<file path="src/rtl/muldiv_pkg.sv">
// Shared types and widths for the MULT/DIV sequencer.
package muldiv_pkg;

  localparam int unsigned MULDIV_WIDTH = 32;

  typedef enum logic [1:0] {
    IDLE   = 2'd0,
    MULT   = 2'd1,
    DIV    = 2'd2,
    FINISH = 2'd3
  } state_t;

  typedef enum logic {
    OP_MULT = 1'b0,
    OP_DIV  = 1'b1
  } op_t;

endpackage

</file>
<file path="src/rtl/muldiv_sequencer.sv">
// Multi-cycle signed multiply / restoring divide sequencer driving HI/LO.
module muldiv_sequencer
  import muldiv_pkg::*;
#(
  parameter int unsigned WIDTH = MULDIV_WIDTH
) (
  input  logic             clock,
  input  logic             reset,
  input  logic             start_mult,
  input  logic             start_div,
  input  logic [WIDTH-1:0] a,
  input  logic [WIDTH-1:0] b,
  output logic [WIDTH-1:0] hi,
  output logic [WIDTH-1:0] lo,
  output logic             busy,
  output logic             done,
  output logic             div_zero
);

  localparam int unsigned W2   = 2 * WIDTH;
  localparam int unsigned ITER = WIDTH;
  localparam int unsigned CW   = $clog2(WIDTH) + 1;

  // Two's-complement negate when n is set; used for operand magnitudes and results.
  function automatic logic [W2-1:0] neg_if(input logic [W2-1:0] v, input logic n);
    return n ? (~v + W2'(1)) : v;
  endfunction

  state_t            r_state, w_state_d;
  op_t               r_op, w_op_d;
  logic [CW-1:0]     r_cnt, w_cnt_d;
  logic [W2-1:0]     r_acc, w_acc_d;
  logic [WIDTH-1:0]  r_opb, w_opb_d;
  logic              r_sign_a, w_sign_a_d;
  logic              r_sign_b, w_sign_b_d;
  logic              r_dz_flag, w_dz_flag_d;
  logic [WIDTH-1:0]  r_hi, w_hi_d;
  logic [WIDTH-1:0]  r_lo, w_lo_d;
  logic              r_busy, w_busy_d;
  logic              r_done, w_done_d;
  logic              r_div_zero, w_div_zero_d;

  logic [WIDTH:0]    w_sum;
  logic [WIDTH:0]    w_rem_sh;
  logic              w_borrow;
  logic [WIDTH-1:0]  w_diff;
  logic              w_last;

  // Iteration datapath: shift-add step for multiply, trial subtract for divide.
  always_comb begin
    w_sum    = {1'b0, r_acc[W2-1:WIDTH]} + (r_acc[0] ? {1'b0, r_opb} : '0);
    w_rem_sh = r_acc[W2-1:WIDTH-1];
    w_borrow = (w_rem_sh < {1'b0, r_opb});
    w_diff   = WIDTH'(w_rem_sh - {1'b0, r_opb});
    w_last   = (r_cnt == CW'(ITER - 1));
  end

  // Next-state and next-output logic.
  always_comb begin
    w_state_d    = r_state;
    w_op_d       = r_op;
    w_cnt_d      = r_cnt;
    w_acc_d      = r_acc;
    w_opb_d      = r_opb;
    w_sign_a_d   = r_sign_a;
    w_sign_b_d   = r_sign_b;
    w_dz_flag_d  = r_dz_flag;
    w_hi_d       = r_hi;
    w_lo_d       = r_lo;
    w_busy_d     = 1'b0;
    w_done_d     = 1'b0;
    w_div_zero_d = 1'b0;

    case (r_state)
      IDLE: begin
        if (start_mult || start_div) begin
          w_sign_a_d  = a[WIDTH-1];
          w_sign_b_d  = b[WIDTH-1];
          w_acc_d     = {{WIDTH{1'b0}}, WIDTH'(neg_if(W2'(a), a[WIDTH-1]))};
          w_opb_d     = WIDTH'(neg_if(W2'(b), b[WIDTH-1]));
          w_cnt_d     = '0;
          w_dz_flag_d = 1'b0;
          if (start_mult) begin
            w_op_d    = OP_MULT;
            w_state_d = MULT;
            w_busy_d  = 1'b1;
          end else if (b == '0) begin
            w_op_d      = OP_DIV;
            w_dz_flag_d = 1'b1;
            w_state_d   = FINISH;
          end else begin
            w_op_d    = OP_DIV;
            w_state_d = DIV;
            w_busy_d  = 1'b1;
          end
        end
      end
      MULT: begin
        w_busy_d  = 1'b1;
        w_acc_d   = {w_sum, r_acc[WIDTH-1:1]};
        w_cnt_d   = r_cnt + CW'(1);
        if (w_last) w_state_d = FINISH;
      end
      DIV: begin
        w_busy_d  = 1'b1;
        w_acc_d   = {(w_borrow ? w_rem_sh[WIDTH-1:0] : w_diff), r_acc[WIDTH-2:0], ~w_borrow};
        w_cnt_d   = r_cnt + CW'(1);
        if (w_last) w_state_d = FINISH;
      end
      FINISH: begin
        w_state_d   = IDLE;
        w_done_d    = 1'b1;
        w_cnt_d     = '0;
        w_dz_flag_d = 1'b0;
        if (r_dz_flag) begin
          w_div_zero_d = 1'b1;
        end else if (r_op == OP_MULT) begin
          {w_hi_d, w_lo_d} = neg_if(r_acc, r_sign_a ^ r_sign_b);
        end else begin
          w_lo_d = WIDTH'(neg_if(W2'(r_acc[WIDTH-1:0]), r_sign_a ^ r_sign_b));
          w_hi_d = WIDTH'(neg_if(W2'(r_acc[W2-1:WIDTH]), r_sign_a));
        end
      end
      default: w_state_d = IDLE;
    endcase
  end

  // State, datapath and registered outputs.
  always_ff @(posedge clock or posedge reset) begin
    if (reset) begin
      r_state    <= IDLE;
      r_op       <= OP_MULT;
      r_cnt      <= '0;
      r_acc      <= '0;
      r_opb      <= '0;
      r_sign_a   <= 1'b0;
      r_sign_b   <= 1'b0;
      r_dz_flag  <= 1'b0;
      r_hi       <= '0;
      r_lo       <= '0;
      r_busy     <= 1'b0;
      r_done     <= 1'b0;
      r_div_zero <= 1'b0;
    end else begin
      r_state    <= w_state_d;
      r_op       <= w_op_d;
      r_cnt      <= w_cnt_d;
      r_acc      <= w_acc_d;
      r_opb      <= w_opb_d;
      r_sign_a   <= w_sign_a_d;
      r_sign_b   <= w_sign_b_d;
      r_dz_flag  <= w_dz_flag_d;
      r_hi       <= w_hi_d;
      r_lo       <= w_lo_d;
      r_busy     <= w_busy_d;
      r_done     <= w_done_d;
      r_div_zero <= w_div_zero_d;
    end
  end

  assign hi       = r_hi;
  assign lo       = r_lo;
  assign busy     = r_busy;
  assign done     = r_done;
  assign div_zero = r_div_zero;

endmodule

</file>
<file path="config.mk">
export PLATFORM = sky130hd
export DESIGN_NAME = muldiv_sequencer
export DESIGN_NICKNAME = d
export VERILOG_FILES = /design/src/rtl/muldiv_pkg.sv /design/src/rtl/muldiv_sequencer.sv
export SDC_FILE = /design/constraint.sdc
export NUM_CORES = 1
export LEC_CHECK = 0
export ABC_AREA = 1
export CORE_MARGIN = 3
export CORE_UTILIZATION = 55
export DETAILED_ROUTE_END_ITERATION = 8
export PLACE_DENSITY = 0.79
export SLEW_MARGIN = 20
export SYNTH_ARGS = -nofsm -noshare
export SYNTH_HDL_FRONTEND = slang
export SYNTH_SLANG_ARGS = --single-unit
export TNS_END_PERCENT = 50
</file>
<file path="constraint.sdc">
create_clock -name clock -period 5.6 [get_ports clock]
set_clock_uncertainty 0.2 [all_clocks]
set_input_delay 0.56 -clock clock [delete_from_list [all_inputs] [get_ports clock]]
set_output_delay 0.56 -clock clock [all_outputs]
set_load 0.005 [all_outputs]
</file>
==> run summary <==
Setup ws final: 2200 ps
Synth warnings: 0
Top Family by Delay on Critical Path: simple AND/OR/NAND/NOR gates
Number of synthesized flops with an enable pin: 0
Post-synth top area share: 25.9%
Largest area contributor in the netlist: dfrtp_1
Status: finished clean
Predominant post-synthesis flop cell: dfrtp_1
Starting Density: 56.5%
Buf+Inv Stages, Crit Path: 2
Nets: 3064
Share of layout cells above drive strength 1: 3.68%
Synth area leaders: dfrtp_1 (26%), nand2_1 (21%), inv_1 (9.1%)
Synth cell count leaders: nand2_1 (963), inv_1 (409), nand3_1 (262)
Worst IR Drop VDD: 0.000532 V
Num CTS Buffers: 17
Layout fillers: 2910
CP max stage delay: 550 ps
Post_cts resized: 0
CTS tree: built
Antenna Nets Post-Route: 0
Final-report hold violation count: 0
Global route overflow: 0
Initial DRC count: 2368
Largest net degree at the start of global routing: 98
Final Wtd Congestion: 0.987
Hold_buf cts: 0
GRT Total Usage: 36.0%
# DRC: 0
Worst slew margin: 24.7%
N_diodes: 0
Clock sink count: 175
Critical Path Sink Type: flip-flop
Cell breakdown of the critical path: inv_1, ha_1, fa_1, inv_1, nand3_1, nand2_1, nand2_1, nand2_1, nand2_1, nand2_1, nand2_1, nand3_1, nand3_1, nand2_1, nand2_1, nand2_1, nand2_1
Slew @ Worst Pin: 1120 ps
I/O pin total: 135
Root Driver: clkbuf_16
Port Buf Inserts: 134
Max Clock Freq: 294 MHz
Die Y: 181 um
Mean post-synth cell area: 5.97 um2
First-pass GRT wire length: 95100 um
CP max-delay cell: dfrtp_1
Crit path required time: 5750 ps
Post-synthesis cell area: 16900 um2
Syn nets: 2978
Postcts setup bufs: 0
Initial antenna violation count: 0
CORE AREA: 30000 um2
Dpl ws: 2070 ps
Fin Setup TNS: 0 ps
RSZ-0062 raised after global routing: no
Vias in the first global route: 18000
Via density: 5.75
Minimum clock period: 3400 ps
Area delta synth->final: 12.8%
PwrDens: 639 nW/um2
Final setup viols: 0
Number of cells on the critical path: 17
Async S/R FF share, synth: 100%
Final WL: 60100 um
Critical Path Start Type: flip-flop
Register area share after synthesis: 25.9%
FF-to-FF path depth: 17
Average wire per standard cell: 18.1 um
Yosys cell types: 50
Post-Syn Instances: 2834
Clk slew on worst S/H paths: 80 ps
Clk Latency, worst-skew pair: 470 ps
Pre-Repair DR Iteration Count: 8
Max_cap viols: 0
Final HPWL DP: 48000 um
Hold crit path type: reg -> reg
Rows: 63
Most frequent cell on the critical path: nand2_1
Hold Path Depth: 2
Die extent in x: 181 um
Register bit total from synthesis: 175
Data arrival time of the critical path: 3550 ps
Most frequent cell after synthesis: nand2_1
Die ar.: 32900 um2
Vias: 19100
Worst Path Max Fanout: 5
Fin crit share: 60.7%
Slew Viols, Final: 0
P_leak: 10.4 nW
Setup CP Type: reg -> reg
H-tree levels: 4
Clk buf depth: 2
==> state kept, by name, summed over array words and instances (netlist names) <==
register,flops
r_op,1
r_dz_flag,1
lo,32
r_cnt,6
r_sign_a,1
r_opb,32
hi,32
r_sign_b,1
busy,1
div_zero,1
r_acc,64
done,1
r_state,2
==> layout make-up <==
cell class / instances / area, um2 / share of cell area [%]
clock buffer: 18 / 429 / 2.25
inverter: 419 / 1580 / 8.27
clock inverter: 14 / 170 / 0.891
sequential: 175 / 4380 / 22.9
tap: 390 / 488 / 2.56
timing repair buffer: 147 / 1440 / 7.54
multi-input combinational: 2160 / 10600 / 55.6
==> per-layer routing <==
metal	GRT usage, %	part of all wire [%]
met5	0	0
met4	14.9	4.5
met3	8.17	11
met2	57.4	44
met1	47.5	40
==> final timing paths <==
check	from	endpoint	slack, ps
setup / recovery	r_acc[31]$_DFFE_PP0P_	r_acc[60]$_DFFE_PP0P_	2200
hold / removal	hi[26]$_DFFE_PP0P_	hi[26]$_DFFE_PP0P_	280
setup reg to reg	r_acc[31]$_DFFE_PP0P_	r_acc[60]$_DFFE_PP0P_	2200
hold reg to reg	hi[26]$_DFFE_PP0P_	hi[26]$_DFFE_PP0P_	280
max in group asynchronous	reset	hi[10]$_DFFE_PP0P_	3750
min in group asynchronous	reset	lo[4]$_DFFE_PP0P_	450
==> cell families after synthesis <==
logic type,count (synthesis),share of synthesized area [%]
AOI/OAI and AO/OA,381,12.2
adders and majority gates,76,5.71
DFF,175,25.9
buffers and inverters,499,11.5
and+or+nand+nor,1626,40.7
xor gates and xnor gates,77,3.99
==> cell usage in the layout (no fill, tap or decap), drive strengths merged, types with 21 or more instances in the layout <==
cell,count
nand2,977
inv,423
nor2,273
nand3,266
dfrtp,175
o21ai,166
a21oi,138
clkdlybuf4s50,134
ha,74
xor2,55
nand4,38
nor3,36
o22ai,29
xnor2,22
a22oi,21
==> metrics by stage <==
stage | util (%) | hold WS (ps) | total power [mW] | instance area [um2] | cells
after floorplan | - | 259 | 8.10 | 16900 | 2834
after detailed placement | 61.7 | 265 | 10.7 | 18500 | 3291
after global placement | 61.7 | 264 | 10.5 | 18500 | 3291
final | 63.7 | 283 | 12.2 | 19100 | 3323
after global routing | 63.7 | 311 | 13.2 | 19100 | 3323
after CTS | 63.7 | 286 | 12.0 | 19100 | 3323
==> worst min-delay path, stage by stage, from the launching register on <==
cell	delay, ps
dfrtp_1	350
nand2_1	50
nand2_1	50
==> power by group <==
group	switching [mW]	internal [mW]	leakage, nW
Sequential	0.743	1.82	2.22
Clock	0.608	0.638	0.289
Combinational	5.60	2.79	7.85
Total	6.95	5.25	10.4
No activity file was read; power rests on OpenSTA's default activity.
==> patch, RTL diff (same flow settings) <==
Re-encode `state_t` (4 states) as Gray code, 2 bits wide.
--- a/src/rtl/muldiv_pkg.sv
+++ b/src/rtl/muldiv_pkg.sv
@@ -6,6 +6,6 @@
   typedef enum logic [1:0] {
-    IDLE   = 2'd0,
-    MULT   = 2'd1,
-    DIV    = 2'd2,
-    FINISH = 2'd3
+    IDLE   = 2'b00,
+    MULT   = 2'b01,
+    DIV    = 2'b11,
+    FINISH = 2'b10
   } state_t;
Formal check against the unedited RTL: no difference found for any inputs over 10 cycles, from zero or initial values and one cycle with reset high; not proved beyond that.
==> patch against the unedited design <==
- design area fell by 0.58%
- die area fell by 0.52%
- worst hold slack got worse by 0.0067 ns
- sequential power rose by 15%
- total power rose by 9.2%
- via count barely moved
- combinational power rose by 8.5%
- wire length barely moved
- area after synthesis fell by 0.54%
- maximum frequency rose by 3.9%
- setup slack improved by 0.13 ns
- sequential cell count did not move
==> patch: results (changes against the unedited design) <==
status=finished, final reports clean (unchanged); slew of the pin with the lowest slew margin=1.06 ns (was 1.12 ns); count of vias placed by the detailed router=19100 (about the same); H-Tree Level Count=4 (unchanged); endpoint with the worst hold slack=hi[20] (was hi[26]); average footprint of a synthesized cell=6.03 sq um (was 5.97 sq um); First DRT Iteration DRCs=2410 (was 2368); slack of the worst reg-to-reg path=2.33 ns (was 2.20 ns); share of final-layout standard cells stronger than drive strength 1=4.12% (was 3.68%); smallest hold slack=0.277 ns (was 0.283 ns); slowest cell delay on critical path=0.75 ns (was 0.55 ns); Worst Hold Launch=hi[20] (was hi[26]); terminus of the critical flop-to-flop path=r_acc[59] (was r_acc[60]); critical register-to-register path startpoint=r_acc[58] (was r_acc[31]); total placed cells including tap cells=3245 (was 3291); Primary FF master, synth=sky130_fd_sc_hd__dfrtp_1 (unchanged); Peak VDD IR=0.273 mV (was 0.532 mV); GPL Wtd Cong=1.04 (was 0.987); commonest cells in the synthesized netlist=sky130_fd_sc_hd__nand2_1 (918), sky130_fd_sc_hd__inv_1 (387), sky130_fd_sc_hd__nand3_1 (313), sky130_fd_sc_hd__nor2_1 (299), sky130_fd_sc_hd__dfrtp_1 (175) (was sky130_fd_sc_hd__nand2_1 (963), sky130_fd_sc_hd__inv_1 (409), sky130_fd_sc_hd__nand3_1 (262), sky130_fd_sc_hd__nor2_1 (254), sky130_fd_sc_hd__dfrtp_1 (175)); largest net degree at the start of global routing=104 (was 98); total track usage=36.2% (was 36.0%); DP Wirelength=47900 um (was 48000 um); post-synthesis sequential area ratio=26.0% (was 25.9%); dominant cells by area after synthesis=sky130_fd_sc_hd__dfrtp_1 (26%), sky130_fd_sc_hd__nand2_1 (20%), sky130_fd_sc_hd__nand3_1 (9.3%), sky130_fd_sc_hd__inv_1 (8.6%), sky130_fd_sc_hd__nor2_1 (6.7%) (was sky130_fd_sc_hd__dfrtp_1 (26%), sky130_fd_sc_hd__nand2_1 (21%), sky130_fd_sc_hd__inv_1 (9.1%), sky130_fd_sc_hd__nand3_1 (7.8%), sky130_fd_sc_hd__nor2_1 (5.6%)); max-cap viol count=0 (unchanged); number of buffers inserted by post-CTS setup repair=0 (unchanged); via count of the first global-routing pass=17500 (was 18000); global-route wire length before repair=94000 um (was 95100 um); leak pwr=9.87 nW (was 10.4 nW); WL final=60000 um (was 60100 um); synthesized net count=2931 (was 2978); number of nets in the finished design=3013 (was 3064); quantity of gates resized following cts=0 (unchanged); unique cell type count in the Yosys netlist=53 (was 50); Critical Path Fanout Max=34 (was 5); WP data arrival=3.40 ns (was 3.55 ns); ratio of routed vias to standard cells=5.83 (was 5.75); number of buffers inserted during clock tree synthesis=17 (unchanged); number of cells traversed by the worst register-to-register path=11 (was 17); number of filler instances in the final layout=2868 (was 2910); Yosys warnings=0 (unchanged)
==> patch: logic make-up after synthesis <==
| group | after synthesis | synth area share [%] |
|---|---|---|
| and+or+nand+nor | 1669 | 42.4 |
| buffers and inverters | 479 | 11.2 |
| AOI/OAI and AO/OA | 331 | 11.5 |
| DFF | 175 | 26.0 |
| adders and majority gates | 71 | 5.37 |
| xor gates and xnor gates | 67 | 3.49 |
==> patch: final cells by class <==
type                       instances  area, sq um  share of cell area [%]
clock buffer                      19          443                    2.33
tap                              390          488                    2.57
inverter                         399         1500                    7.93
clock inverter                    13          166                   0.877
multi-input combinational       2138        10600                    55.7
sequential                       175         4380                    23.1
timing repair buffer             143         1420                    7.49
==> patch: routing by layer <==
layer	global-route usage [%]	wire (um)	up-vias	part of all wire (%)
met5	0	0	-	0
met3	6.40	6240	169	10
met4	15.6	2650	0	4.4
met2	55.6	25800	1081	43
met1	50.2	25400	8732	42
li1	-	-	9123	-
==> patch: worst max path at each step <==
| stage | endpoint | cells past startpoint |
|---|---|---|
| final | r_acc[59] | 11 |
| after global routing | r_acc[61] | 17 |
| after CTS | r_acc[61] | 17 |
| after detailed placement | r_acc[20] | 9 |
| after floorplan | busy | 1 |
| after global placement | r_acc[25] | 9 |
==> patch: worst max-delay path: cells and delay by family (launching register included) <==
family	cells	cell delay (ns)
AO/OA/AOI/OAI	1	0.12
adder cells (fa/ha/maj)	1	0.39
flip-flops	1	0.75
AND/OR/NAND/NOR	9	1.65
==> patch: through the flow <==
step / util [%] / total power [mW] / area, sq um / setup slack (ns)
after floorplan: - / 8.93 / 16800 / 0.0948
final: 63.5 / 13.3 / 19000 / 2.33
after detailed placement: 61.5 / 11.7 / 18400 / 2.15
after CTS: 63.5 / 13.0 / 19000 / 2.18
after global routing: 63.5 / 14.5 / 19000 / 2.13
after global placement: 61.5 / 11.5 / 18400 / 2.26
==> patch: report_power, final <==
| group | switching [mW] | internal [mW] | total [mW] |
|---|---|---|---|
| clock | 0.592 | 0.689 | 1.28 |
| sequential | 1.04 | 1.91 | 2.95 |
| combinational | 5.88 | 3.22 | 9.10 |
